File: src/rtl/dyna_status_rx.sv
`timescale 1ns/1ps
// Dynamixel status-packet receiver: 8N1 UART deserialiser feeding a packet decoder
// that reports good packets, checksum failures and framing/timeout aborts.
module dyna_status_rx #(
    parameter int unsigned CLK_FREQ    = 50_000_000,
    parameter int unsigned BAUD        = 1_000_000,
    parameter int unsigned MAX_PARAMS  = 4,
    parameter int unsigned TIMEOUT_CYC = 5000
) (
    input  logic                    clk,
    input  logic                    reset,
    input  logic                    rx_en,
    input  logic                    rx,
    output logic                    pkt_valid,
    output logic [7:0]              pkt_id,
    output logic [7:0]              pkt_err,
    output logic [8*MAX_PARAMS-1:0] pkt_params,
    output logic [3:0]              pkt_nparams,
    output logic                    chk_fail,
    output logic                    frame_err
);

    localparam int unsigned CPB   = CLK_FREQ / BAUD;
    localparam int unsigned HALF  = CPB / 2;
    localparam int unsigned CNT_W = $clog2(CPB);
    localparam int unsigned TMO_W = $clog2(TIMEOUT_CYC + 1);
    localparam int unsigned PW    = 8 * MAX_PARAMS;

    typedef enum logic [1:0] {B_IDLE, B_START, B_DATA, B_STOP} bstate_t;
    typedef enum logic [2:0] {P_H1, P_H2, P_ID, P_LEN, P_ERR, P_PAR, P_CHK} pstate_t;

    logic             rx_meta_q, rx_sync_q, rx_prev_q;
    bstate_t          bstate_q;
    logic [CNT_W-1:0] bcnt_q;
    logic [2:0]       bit_q;
    logic [7:0]       shift_q;
    logic             byte_stb_q;
    logic             stop_err_q;

    pstate_t          pstate_q;
    logic [7:0]       id_q, err_q, sum_q;
    logic [3:0]       nparams_q, pidx_q;
    logic [PW-1:0]    par_q;
    logic [TMO_W-1:0] tmo_q;

    // Two-flop synchroniser plus one delayed copy for falling-edge detection
    always_ff @(posedge clk or posedge reset) begin
        if (reset) begin
            rx_meta_q <= 1'b1;
            rx_sync_q <= 1'b1;
            rx_prev_q <= 1'b1;
        end else begin
            rx_meta_q <= rx;
            rx_sync_q <= rx_meta_q;
            rx_prev_q <= rx_sync_q;
        end
    end

    // Byte deserialiser
    always_ff @(posedge clk or posedge reset) begin
        if (reset) begin
            bstate_q   <= B_IDLE;
            bcnt_q     <= '0;
            bit_q      <= '0;
            shift_q    <= '0;
            byte_stb_q <= 1'b0;
            stop_err_q <= 1'b0;
        end else begin
            byte_stb_q <= 1'b0;
            stop_err_q <= 1'b0;
            if (!rx_en) begin
                bstate_q <= B_IDLE;
                bcnt_q   <= '0;
                bit_q    <= '0;
            end else begin
                case (bstate_q)
                    B_IDLE: begin
                        bcnt_q <= '0;
                        bit_q  <= '0;
                        if (rx_prev_q && !rx_sync_q) bstate_q <= B_START;
                    end
                    B_START: begin
                        if (bcnt_q == CNT_W'(HALF - 1)) begin
                            bcnt_q   <= '0;
                            bstate_q <= rx_sync_q ? B_IDLE : B_DATA;
                        end else begin
                            bcnt_q <= bcnt_q + CNT_W'(1);
                        end
                    end
                    B_DATA: begin
                        if (bcnt_q == CNT_W'(CPB - 1)) begin
                            bcnt_q  <= '0;
                            shift_q <= {rx_sync_q, shift_q[7:1]};
                            bit_q   <= bit_q + 3'd1;
                            if (bit_q == 3'd7) bstate_q <= B_STOP;
                        end else begin
                            bcnt_q <= bcnt_q + CNT_W'(1);
                        end
                    end
                    B_STOP: begin
                        if (bcnt_q == CNT_W'(CPB - 1)) begin
                            bcnt_q     <= '0;
                            bstate_q   <= B_IDLE;
                            byte_stb_q <= rx_sync_q;
                            stop_err_q <= !rx_sync_q;
                        end else begin
                            bcnt_q <= bcnt_q + CNT_W'(1);
                        end
                    end
                    default: bstate_q <= B_IDLE;
                endcase
            end
        end
    end

    // Packet decoder with checksum, inter-byte timeout and registered result fields
    always_ff @(posedge clk or posedge reset) begin
        if (reset) begin
            pstate_q    <= P_H1;
            id_q        <= '0;
            err_q       <= '0;
            sum_q       <= '0;
            nparams_q   <= '0;
            pidx_q      <= '0;
            par_q       <= '0;
            tmo_q       <= '0;
            pkt_valid   <= 1'b0;
            pkt_id      <= '0;
            pkt_err     <= '0;
            pkt_params  <= '0;
            pkt_nparams <= '0;
            chk_fail    <= 1'b0;
            frame_err   <= 1'b0;
        end else begin
            pkt_valid <= 1'b0;
            chk_fail  <= 1'b0;
            frame_err <= 1'b0;
            if (!rx_en) begin
                pstate_q <= P_H1;
                tmo_q    <= '0;
            end else if (stop_err_q) begin
                frame_err <= 1'b1;
                pstate_q  <= P_H1;
                tmo_q     <= '0;
            end else if (byte_stb_q) begin
                tmo_q <= '0;
                case (pstate_q)
                    P_H1: if (shift_q == 8'hFF) pstate_q <= P_H2;
                    P_H2: pstate_q <= (shift_q == 8'hFF) ? P_ID : P_H1;
                    P_ID: begin
                        if (shift_q != 8'hFF) begin
                            id_q     <= shift_q;
                            sum_q    <= shift_q;
                            pstate_q <= P_LEN;
                        end
                    end
                    P_LEN: begin
                        if (shift_q < 8'd2 || shift_q > 8'(MAX_PARAMS + 2)) begin
                            frame_err <= 1'b1;
                            pstate_q  <= P_H1;
                        end else begin
                            nparams_q <= 4'(shift_q - 8'd2);
                            sum_q     <= sum_q + shift_q;
                            pidx_q    <= '0;
                            par_q     <= '0;
                            pstate_q  <= P_ERR;
                        end
                    end
                    P_ERR: begin
                        err_q    <= shift_q;
                        sum_q    <= sum_q + shift_q;
                        pstate_q <= (nparams_q != 4'd0) ? P_PAR : P_CHK;
                    end
                    P_PAR: begin
                        for (int i = 0; i < int'(MAX_PARAMS); i++) begin
                            if (pidx_q == 4'(i)) par_q[i*8 +: 8] <= shift_q;
                        end
                        sum_q  <= sum_q + shift_q;
                        pidx_q <= pidx_q + 4'd1;
                        if (pidx_q + 4'd1 == nparams_q) pstate_q <= P_CHK;
                    end
                    P_CHK: begin
                        if (shift_q == ~sum_q) begin
                            pkt_valid   <= 1'b1;
                            pkt_id      <= id_q;
                            pkt_err     <= err_q;
                            pkt_params  <= par_q;
                            pkt_nparams <= nparams_q;
                        end else begin
                            chk_fail <= 1'b1;
                        end
                        pstate_q <= P_H1;
                    end
                    default: pstate_q <= P_H1;
                endcase
            end else if (pstate_q != P_H1) begin
                if (tmo_q == TMO_W'(TIMEOUT_CYC - 1)) begin
                    frame_err <= 1'b1;
                    pstate_q  <= P_H1;
                    tmo_q     <= '0;
                end else begin
                    tmo_q <= tmo_q + TMO_W'(1);
                end
            end else begin
                tmo_q <= '0;
            end
        end
    end

endmodule

File: config.mk
export PLATFORM = sky130hd
export DESIGN_NAME = dyna_status_rx
export DESIGN_NICKNAME = d
export VERILOG_FILES = /design/src/rtl/dyna_status_rx.sv
export SDC_FILE = /design/constraint.sdc
export NUM_CORES = 1
export LEC_CHECK = 0
export BUFFER_PORTS_ARGS = -buffer_cell sky130_fd_sc_hd__clkbuf_2
export CORE_ASPECT_RATIO = 0.8
export CORE_MARGIN = 2
export CORE_UTILIZATION = 25
export DETAILED_ROUTE_END_ITERATION = 10
export SLEW_MARGIN = 20
export SYNTH_ARGS = -nofsm -noshare
export SYNTH_HDL_FRONTEND = slang
export SYNTH_SLANG_ARGS = --single-unit
File: constraint.sdc
create_clock -name clk -period 10.5 [get_ports clk]
set_clock_uncertainty 0.15 [all_clocks]
set_input_delay 3.15 -clock clk [delete_from_list [all_inputs] [get_ports clk]]
set_output_delay 3.15 -clock clk [all_outputs]
set_load 0.02 [all_outputs]
======== After elaboration in Yosys (flattened, before gate mapping) ========
Cells that the tools add are included.
word-level totals
  ROM bits ................................ 0
  memories ................................ 0
  latch bits .............................. 0
  register bits ........................... 159
  RAM bits ................................ 0
operators by class
  multipliers ............................. 0
  bitwise logic cells ..................... 3
  $add $sub $neg .......................... 6
  equal/unequal tests ..................... 37
  div/mod/pow operators ................... 0
  reduce and logical (&&, ||, !) cells .... 26
  shift operators ......................... 0
  $lt $le $gt $ge ......................... 2
  muxes and demuxes ....................... 66
operators with widths
  operator                                                        count
  two-way mux 13 bit                                              5
  case mux 32 bit (2 select lines)                                1
  two-way mux 8 bit                                               6
  two-way mux 3 bit                                               11
  two-way mux 32 bit                                              1
  AND reduction 5 bit                                             6
  AND reduction 6 bit                                             5
  case mux 8 bit (3 select lines)                                 1
  two-way mux 1 bit                                               23
  two-way mux 2 bit                                               9
  two-way mux 6 bit                                               3
  case mux 3 bit (6 select lines)                                 1
  case mux 6 bit (3 select lines)                                 1
  != test 3 bit (second input constant)                           5
  != test 5 bit (second input constant)                           3
  adder 13 x 1 -> 13 bit (second input constant)                  1
  equality test 13 bit (second input constant)                    1
  equality test 3 bit (second input constant)                     4
  != test 2 bit (second input constant)                           6
  adder 8 bit                                                     1
  equality test 4 x 2 -> 1 bit (second input constant)            2
  equality test 8 bit                                             1
  equality test 8 bit (second input constant)                     1
  greater-than comparator 8 x 3 -> 1 bit (second input constant)  1
  35 further kinds                                                41

======== Depth between registers and ports, before layout ========
  depth after elaboration ................. 7
  gate-level depth with buffers ........... 9
  depth with buffers taken out ............ 9

======== Least setup slack after synthesis ========
OpenSTA, ideal clock, no wires.
  path kind ............................... in2reg
  from .................................... in rx_en
  to ...................................... reg pkt_err[0]
  data arrival time ....................... 4.703 ns
  setup slack ............................. 5.522 ns
  stages .................................. 8
  required time ........................... 10.225 ns
  setup time .............................. 0.125 ns
  cells stage by stage .................... and2b_2 > nand2_2 > nor2_4 > nand3_2 > or4_1 > buf_2 > buf_6 > mux2_4
between the ends
  cells in the longest elaborated chain, start to end .. 1
RTL lines
  what                           RTL line  text
  start, declared                12        input logic rx_en,
  AND reduction 5 bit (no line)  -
  end signal, assigned           186       pkt_err <= err_q;
  end, declared                  16        output logic [7:0] pkt_err,
No other way between the ends.
A chain may end at the register's enable or synchronous reset.

======== Worst setup path after layout ========
  from .................................... in rx_en
  to ...................................... reg pkt_params[2]
between the ends
  cells in the longest elaborated chain, start to end .. 1
RTL lines
  what                           RTL line  text
  AND reduction 5 bit (no line)  -
  end signal, assigned           187       pkt_params <= par_q;
  end, declared                  17        output logic [8*MAX_PARAMS-1:0] pkt_params,
No other way between the ends.

==> results.txt <==
Remaining antenna violation count after routing -> 0
Starting Density -> 25.5%
Warning count from the yosys run -> 0
Xor/xnor cell area share of the yosys netlist -> 3.27%
Final setup vio count -> 0
Ports -> 59
CP Launch Type -> primary input
DR pass1 iterations -> 4
CP Capture Type -> register
Vias in the first global route -> 4,401
Worst skew pair latency -> 0.43 ns
Worst-path clk slew -> 0.07 ns
HPWL after DPL -> 9.77 mm
Ant diodes -> 0
Compound-Gate Fraction of Synth Area -> 5.74%
Post-synthesis cell type count -> 55
Post-Route WL -> 14.6 mm
Synth Net Count -> 599
DR WL/cell -> 14.3 µm
DRC Markers -> 0
Commonest non-fill, non-tap cell in the layout -> dfrtp_1
Most used DFF post-synth -> dfrtp_1
H-tree levels -> 4
Area grow syn2layout -> 17.7%
Largest net degree at the start of global routing -> 84
Setup Buffers After CTS -> 0
Clock sink count -> 159
Hold Buf Count CTS -> 0
Root Buffer -> clkbuf_16
Simple-gate share of the synthesized area -> 10.4%
HP Class -> register to register
Chip height -> 156 µm
Slew HR -> 31.1%
Nets -> 658
Cell area power density -> 148 mW/mm²
Syn Inst Count -> 575
Critical path fanouts, max -> 52
Critical path required time -> 10.67 ns
GR Util All Layers -> 10.2%
Mean post-synth cell area -> 12.6 µm²
Mux contribution to synthesized area -> 19.5%
Static leakage -> 4.28 nW
Smallest hold slack -> 0.208 ns
Worst slew pin tran -> 1.03 ns
CP arrival -> 5.30 ns
Highest Clock Rate -> 195 MHz
CTS buffer count -> 17
Kind of critical path -> primary input to register
DR iter-0 viols -> 219
Initial antenna violation count -> 0
Tcrit/Tclk final -> 48.9%
VDD IR max -> 138 µV
Core Footprint -> 0.0284 mm²
Post-synthesis sequential area ratio -> 55.0%
Vias/cell -> 4.39
Final GP Congestion -> 0.807
Most frequent cells in the layout -> dfrtp_1, clkbuf_2, mux2_4
Async set-reset flop share out of synthesis -> 100%
Slew Viols, Final -> 0
Die width -> 194 µm
Bufs on Longest Clock Path -> 2
Post-synth EDFFs -> 0
RSZ-0062 raised after global routing -> false
Adder-cell share of the synthesized area -> 3.56%
Die area -> 0.0303 mm²
Outcome -> completed
Final hold vios -> 0
Share of layout cells above drive strength 1 -> 27.2%
IO buf count -> 58
Largest family of logic cells by synthesized area -> multiplexers
Final TNS setup -> 0 ns
Row count -> 55
Grt total ovfl -> 0
CTS tree -> done
Synthesis-stage register bit count -> 159
MaxCap Viol Count -> 0
Routed vias -> 4,464
First-pass GRT wire length -> 24.5 mm
Mapped cell area -> 0.00724 mm²
Number of cells upsized or downsized after cts -> 0
Tmin final -> 5.13 ns
==> routing by layer <==
layer	vias up	GRT usage (%)	routed length, µm
met2	75	14.4	6120
met4	0	2.49	103
met5	-	0	0
met3	9	2.94	563
li1	2140	-	-
met1	2240	15.1	7800
==> kinds of logic (layout without fill, tap and decap cells) <==
group                      Yosys count  count (layout)
AOI/OAI and AO/OA                   68              68
xor gates and xnor gates            27              27
adders and majority gates           20              20
buffers and inverters               38             110
DFF                                159             159
muxes                              109             109
and+or+nand+nor                    154             154
==> registers in the layout, indices dropped and copies added, names as in the netlist, 4 cells and up <==
signal and flops:
bcnt_q 6, err_q 8, id_q 8, nparams_q 4
par_q 32, pidx_q 4, pkt_err 8, pkt_id 8
pkt_nparams 4, pkt_params 32, shift_q 8, sum_q 8
tmo_q 13
==> worst max-delay path, cell delays in order <==
cell,delay [ns]
clkbuf_2,0.15
and2b_2,0.20
nand2_2,0.09
nor2_4,0.13
nand3_2,0.11
or4_4,0.97
mux2_1,0.46
==> synthesized netlist by cell type (7+ instances only) <==
cell | count | area, µm²
o21ai_0 | 21 | 105
o21ai_1 | 12 | 60.1
nand3_1 | 15 | 75.1
nand2_1 | 41 | 154
nor2b_1 | 7 | 43.8
nand4_1 | 8 | 50.1
nor2_1 | 47 | 176
mux2_2 | 15 | 169
clkbuf_1 | 12 | 45.0
mux2_4 | 50 | 751
nor3_1 | 7 | 35.0
xnor2_1 | 13 | 114
ha_1 | 19 | 238
a21oi_1 | 10 | 50.1
mux2_1 | 39 | 439
xor2_1 | 14 | 123
inv_1 | 17 | 63.8
dfrtp_1 | 156 | 3900
and3_1 | 8 | 50.1
==> through the flow <==
stage	setup slack [ns]	area (µm²)	power, W	instances	util (%)
final	5.37	8520	0.00126	1017	30.0
after global routing	5.29	8520	0.00130	1017	30.0
after CTS	5.39	8510	0.00128	1017	30.0
after detailed placement	4.92	7900	0.000645	985	27.9
after global placement	4.96	7900	0.000645	985	27.9
after floorplan	2.91	7240	0.000639	575	-
==> where the power goes <==
part | switching [W] | leakage [nW] | internal, W
clock | 0.000300 | 0.297 | 0.000325
sequential | 0.00000166 | 2.20 | 0.000614
combinational | 0.0000143 | 1.78 | 0.00000254
==> final cells by class <==
cell class / count / area [µm²]
sequential: 159 / 3980
timing repair buffer: 60 / 305
clock inverter: 15 / 189
fill: 2893 / 19800
multi-input combinational: 378 / 3080
tap: 370 / 463
inverter: 18 / 72.6
clock buffer: 17 / 425
==> final timing paths <==
| path | startpoint | end | slack, ns | cells after the start |
|---|---|---|---|---|
| worst max-delay path | rx_en | pkt_params[2] | 5.37 | 7 |
| min in group asynchronous | reset | pkt_params[20] | 2.68 | 2 |
| worst min register to register | rx_meta_q | rx_sync_q | 0.21 | 0 |
| worst max register to register | shift_q[3] | pkt_params[2] | 7.62 | 4 |
| worst min-delay path | rx_meta_q | rx_sync_q | 0.21 | 0 |
| max in group asynchronous | reset | nparams_q[1] | 6.00 | 3 |
(Power assumes the default switching activity.)
